$ cat src/rtl/clock_domain_import.sv
// Receiving end of a toggle req/ack clock-domain-crossing handshake.
// A foreign handshake_req is synchronised into the local clock. When a
// synchronised request differs from the returned ack, the word on
// handshake_data is captured into a small FIFO and the ack is toggled back.
// Local logic drains the FIFO through a stb/ready interface, so the sender
// can refill while the consumer stalls.
//
// Local stb/ready semantics: stb=1 means data holds the head-of-FIFO word.
// A word is consumed on a rising clk edge where stb=1 and ready=1, and the
// next word (or stb=0) is visible after that edge. ready is ignored while
// stb=0, and stb never depends combinationally on ready.
module clock_domain_import #(
  parameter int SIZE        = 8,
  parameter int DEPTH       = 2,
  parameter int SYNC_STAGES = 2
) (
  input  logic            clk,
  input  logic            rst_n,
  output logic [SIZE-1:0] data,
  output logic            stb,
  input  logic            ready,
  input  logic [SIZE-1:0] handshake_data,
  input  logic            handshake_req,
  output logic            handshake_ack
);

  // Pointer width; DEPTH=1 keeps a 1-bit pointer that is held at 0.
  localparam int PW = (DEPTH > 1) ? $clog2(DEPTH) : 1;
  // Count holds 0..DEPTH inclusive.
  localparam int CW = $clog2(DEPTH) + 1;
  localparam logic [CW-1:0] FULL_CNT = CW'(DEPTH);
  localparam logic [PW-1:0] LAST_PTR = PW'(DEPTH - 1);

  logic [SYNC_STAGES-1:0] sync_q;
  logic                   req_s;
  logic                   pending;
  logic                   full;
  logic                   empty;
  logic                   push;
  logic                   pop;

  logic [SIZE-1:0]        mem [DEPTH];
  logic [PW-1:0]          wr_ptr;
  logic [PW-1:0]          rd_ptr;
  logic [CW-1:0]          count;

  // Synchronise the foreign request; only the last stage is used by logic.
  always_ff @(posedge clk or negedge rst_n) begin
    if (!rst_n) begin
      sync_q <= '0;
    end else begin
      sync_q <= {sync_q[SYNC_STAGES-2:0], handshake_req};
    end
  end

  assign req_s = sync_q[SYNC_STAGES-1];

  // Transfer bookkeeping. full/empty come from the registered count, so a
  // full FIFO never accepts a push on the same edge as a pop; the push then
  // happens one cycle later.
  always_comb begin
    pending = (req_s != handshake_ack);
    full    = (count == FULL_CNT);
    empty   = (count == '0);
    push    = pending && !full;
    pop     = !empty && ready;
  end

  // Return the ack only when the word has actually been captured.
  always_ff @(posedge clk or negedge rst_n) begin
    if (!rst_n) begin
      handshake_ack <= 1'b0;
    end else if (push) begin
      handshake_ack <= req_s;
    end
  end

  // FIFO storage; contents are not reset, data is masked while empty.
  // handshake_data is stable whenever pending=1, so it is sampled directly.
  always_ff @(posedge clk) begin
    if (push) begin
      mem[wr_ptr] <= handshake_data;
    end
  end

  // Write pointer advances on each captured word, wrapping at DEPTH.
  always_ff @(posedge clk or negedge rst_n) begin
    if (!rst_n) begin
      wr_ptr <= '0;
    end else if (push) begin
      wr_ptr <= (wr_ptr == LAST_PTR) ? '0 : wr_ptr + 1'b1;
    end
  end

  // Read pointer advances on each consumed word, wrapping at DEPTH.
  always_ff @(posedge clk or negedge rst_n) begin
    if (!rst_n) begin
      rd_ptr <= '0;
    end else if (pop) begin
      rd_ptr <= (rd_ptr == LAST_PTR) ? '0 : rd_ptr + 1'b1;
    end
  end

  // Occupancy: simultaneous push and pop leave the count unchanged.
  always_ff @(posedge clk or negedge rst_n) begin
    if (!rst_n) begin
      count <= '0;
    end else begin
      case ({push, pop})
        2'b10:   count <= count + 1'b1;
        2'b01:   count <= count - 1'b1;
        default: count <= count;
      endcase
    end
  end

  // Head-of-FIFO presentation; reads as zero when nothing is buffered.
  always_comb begin
    stb  = !empty;
    data = empty ? '0 : mem[rd_ptr];
  end

endmodule

$ cat config.mk
export PLATFORM = sky130hd
export DESIGN_NAME = clock_domain_import
export DESIGN_NICKNAME = d
export VERILOG_FILES = /design/src/rtl/clock_domain_import.sv
export SDC_FILE = /design/constraint.sdc
export NUM_CORES = 1
export LEC_CHECK = 0
export ABC_AREA = 1
export CAP_MARGIN = 30
export CELL_PAD_IN_SITES_DETAIL_PLACEMENT = 0
export CELL_PAD_IN_SITES_GLOBAL_PLACEMENT = 2
export CORE_ASPECT_RATIO = 0.5
export CORE_MARGIN = 4
export CORE_UTILIZATION = 33
export DETAILED_ROUTE_END_ITERATION = 12
export GPL_ROUTABILITY_DRIVEN = 0
export GPL_TIMING_DRIVEN = 0
export PLACE_DENSITY = 0.9
export SYNTH_ARGS = -nofsm -noshare
export SYNTH_HDL_FRONTEND = slang
export SYNTH_SLANG_ARGS = --single-unit
$ cat constraint.sdc
create_clock -name clk -period 3.9 [get_ports clk]
set_clock_uncertainty 0.2 [all_clocks]
set_input_delay 0.78 -clock clk [delete_from_list [all_inputs] [get_ports clk]]
set_output_delay 0.78 -clock clk [all_outputs]
set_load 0.01 [all_outputs]
## Word-level counts from Yosys, hierarchy flattened

Memory sizes are Yosys's and may differ from the RTL's.
Cells that the tools add are included.

| storage, ports and cells | value |
|---|---|
| memory bits (writable) | 16 |
| memories | 1 |
| bits in registers | 7 |
| output and inout bits | 10 |

| operators by class | value |
|---|---|
| eq/ne operators | 4 |
| add/subtract/negate cells | 4 |
| multiplexer cells | 6 |
| reduce and logical (&&, ||, !) cells | 6 |

Memory list:

| name | depth | width | rd ports | clocked after memory_dff | wr ports | RTL line | RTL |
|---|---|---|---|---|---|---|---|
| mem | 2 | 8 | 1 | 0 | 1 | 42 | `logic [SIZE-1:0] mem [DEPTH];` |

Operator list:

| operator | count |
|---|---|
| two-way mux 8 bit | 1 |
| == test 2 bit, second input constant | 2 |
| two-way mux 1 bit | 4 |
| one-hot mux 2 bit (2 select lines) | 1 |
| adder 1 bit, second input constant | 2 |
| adder 2 x 1 -> 2 bit, second input constant | 1 |
| == test 2 x 1 -> 1 bit, second input constant | 1 |
| logical AND 1 bit | 2 |
| zero test 1 bit | 2 |
| zero test 2 bit | 1 |
| nonzero test 2 bit | 1 |
| subtractor 2 x 1 -> 2 bit, second input constant | 1 |
| inequality test 1 bit | 1 |

## Depth between registers and ports, before layout

| depth | value |
|---|---|
| depth after elaboration | 5 |
| depth in mapped cells | 9 |
| mapped depth without buffers | 9 |

## Worst setup path after synthesis

OpenSTA, ideal clock, no wires.

| timing | value |
|---|---|
| kind | register to output |
| from | reg rd_ptr |
| to | out data[0] |
| stages on the path, launching flop included | 5 |
| data required time | 2.920 ns |
| arrival time | 0.847 ns |
| setup slack | 2.073 ns |
| path through | dfrtp_1 buf_6 inv_2 nand2_1 a21oi_1 |

| between the ends | value |
|---|---|
| cells in the longest elaborated chain, start to end | 2 |

Ends and longest elaborated chain:

| element | RTL line | RTL |
|---|---|---|
| start: declaration | 44 | `logic [PW-1:0] rd_ptr;` |
| start signal: assignment | 100 | `rd_ptr <= (rd_ptr == LAST_PTR) ? '0 : rd_ptr + 1'b1;` |
| memory read (2 x 8 bit) | n/a |  |
| two-way mux 8 bit | 120 | `data = empty ? '0 : mem[rd_ptr];` |
| end: declaration | 19 | `output logic [SIZE-1:0] data,` |

No other way between the ends.

## Worst setup path in the final report

Ends and elaborated chain as after synthesis.

==> run_results.csv <==
group,metric,value,unit
timing,maxSlewHeadroom,0.540,
synth,avgSynthCellArea,11.1,sq um
synth,synth_edf_count,16,
grt,grt_pass1_wl,2.64,mm
cells_and_area,syn_to_final_growth,31.6,%
routing,via_count,623,
grt,grt_overflow,0,
synth,synthArstFlopShare,0.304,
routing,antenna_left,0,
worst_setup_path,critPathLaunchType,"register",
worst_setup_path,worstPathMaxFanout,10,
routing,via_per_inst,4.21,
worst_setup_path,r2r_setup_slack,2.13,ns
place,port_buffers,21,
cells_and_area,drive_gt1_frac,0.0901,
timing,slew_viol_final,0,
pwr,power_density,768,mW/mm^2
synth,yosysMostFrequentCell,"nand2_1",
timing,worst_slew_pin_slew,0.687,ns
place,hpwl,1.21,mm
timing,hold_slack,0.157,ns
routing,drt_first_pass_iters,4,
timing,rsz0062_at_grt,"no",
synth,synth_seq_cells,23,
clock_network,cts_resized,0,
synth,synth-main-ff-cell,"edfxtp_1",
clock_network,cts.sinks,23,
worst_setup_path,crit_arrival,1.68,ns
clock_network,cts_tree,"built",
clock_network,htree_levels,1,
clock_network,cts_buffers,3,
die,die_y,46.1,um
synth,yosysWarnings,0,
die,initial_core_util,0.357,
die,dieWidth,84.2,um
timing,hold_violations,0,
clock_network,post_cts_buffers,0,
routing,wire_per_inst,11.2,um
worst_setup_path,end_kind,"output port",
cells_and_area,fin_nets,125,
cells_and_area,antenna_cells,0,
die,rows,13,
timing,fin_crit,2.66,ns
synth,synth_commonest_cells,"nand2_1, edfxtp_1, inv_1",
clock_network,cts.clk_slew.worst_paths,0.08,ns
synth,netlist_area,958,sq um
grt,grt_max_degree,14,
routing,drc,0,
routing,drt_iter0_markers,29,
cells_and_area,fillerInstances,252,
synth,ys_seq_area_frac,0.684,
synth,synth_area_leaders,"edfxtp_1, dfrtp_1, nand2_1, a21oi_1, inv_1",
grt,antenna_found_initial,0,
grt,grt_pass1_vias,573,
synth,synth.distinct_cells,16,
die,die-area,0.00388,sq mm
synth,netlist.area_leader.share,0.501,
timing,finalSetupTns,0,ns
clock_network,ctsHoldBuffers,0,
clock_network,cts_root_buf,"clkbuf_8",
worst_setup_path,worstPathRequired,2.92,ns
timing,max_freq,0.376,GHz
die,boundaryPins,22,
grt,track_usage,0.0935,
hold_path,holdCritPathClass,"register to register",
worst_setup_path,crit_type,"register to output port",
timing,setup_viol,0,
clock_network,clk_path_buf_depth,2,
synth,synth_top_cell_by_area,"edfxtp_1",
clock_network,clock_latency,0.26,ns
run,drv_cap,0,
status,status,"completed",
timing,min_period_over_period,0.683,
routing,finalWirelength,1.66,mm
synth,synth_fp_nets,99,
pwr,ir_drop,0.371,mV
die,core,0.00268,sq mm
synth,syn_inst,86,
pwr,cellLeakagePower,0.525,nW
layout make-up:
cell class / instances / area [sq um] / area share
well taps: 37 / 46.3 / 0.0367
repair buffers: 21 / 210 / 0.167
multi-input cells: 50 / 239 / 0.189
clock inverters: 1 / 5.00 / 0.00397
inverters: 11 / 41.3 / 0.0327
flip-flops and latches: 23 / 656 / 0.520
plain buffers: 2 / 22.5 / 0.0179
clock buffers: 3 / 41.3 / 0.0327
stage by stage:
stage          std cells  instance area (sq um)  setup slack (ns)  total power [mW]   util
3_3_place_gp         144                   1210              1.51             0.836  0.453
2_1_floorplan         86                    958              2.07             0.645      -
6_report             148                   1260              1.24             0.969  0.470
3_5_place_dp         144                   1210              1.52             0.840  0.453
5_1_grt              148                   1260              1.10              1.06  0.470
4_1_cts              148                   1260              1.21             0.986  0.470
logic make-up after synthesis:
logic type	share of synthesized area
xor+xnor	0.00914
fa+ha+maj	0.0131
buf+inv	0.0666
simple gates	0.171
flops	0.684
compound gates	0.0561
flip-flops by register name, summed over array words and instances (netlist names):
name           cells
count              2
handshake_ack      1
mem               16
rd_ptr             1
sync_q             2
wr_ptr             1
power by group:
group | internal [mW] | total (mW) | switching, mW
clock | 0.0712 | 0.145 | 0.0738
sequential | 0.348 | 0.379 | 0.0310
combinational | 0.212 | 0.445 | 0.233
layout by cell type, fill, tap and decap left out, types with 2 or more instances in the layout:
cell and n:
nor2_1 3, clkdlybuf4s50_1 21, nand2_1 30, inv_1 10, clkbuf_8 3, a21oi_1 8
buf_6 2, dfrtp_1 7, nand3_1 2, edfxtp_1 16
path summary, 6_finish.rpt:
path	end	from	cells after the start
setup reg to reg	mem[1][5]$_DFFE_PP_	count[0]$_DFFE_PN0P_	4
min in group asynchronous	rd_ptr$_DFFE_PN0P_	rst_n	1
hold reg to reg	sync_q[1]$_DFF_PN0_	sync_q[0]$_DFF_PN0_	0
hold / removal	sync_q[1]$_DFF_PN0_	sync_q[0]$_DFF_PN0_	0
max in group asynchronous	wr_ptr$_DFFE_PN0P_	rst_n	1
setup / recovery	data[0]	rd_ptr$_DFFE_PN0P_	5
routing by layer:
| layer | vias up | GRT usage | wire [um] | part of all wire |
|---|---|---|---|---|
| li1 | 326 | - | - | - |
| met1 | 283 | 0.121 | 760 | 0.46 |
| met2 | 12 | 0.146 | 786 | 0.47 |
| met3 | 2 | 0.0393 | 89 | 0.054 |
| met4 | 0 | 0.0288 | 24 | 0.014 |
| met5 | - | 0 | 0 | 0 |
critical path, stage by stage (launching register included):
cell and delay [ns]:
dfrtp_1 0.38, buf_6 0.14, inv_2 0.14, nand2_1 0.07, a21oi_1 0.13, clkdlybuf4s50_1 0.55
Note: power is estimated with default switching activity, not from simulation.
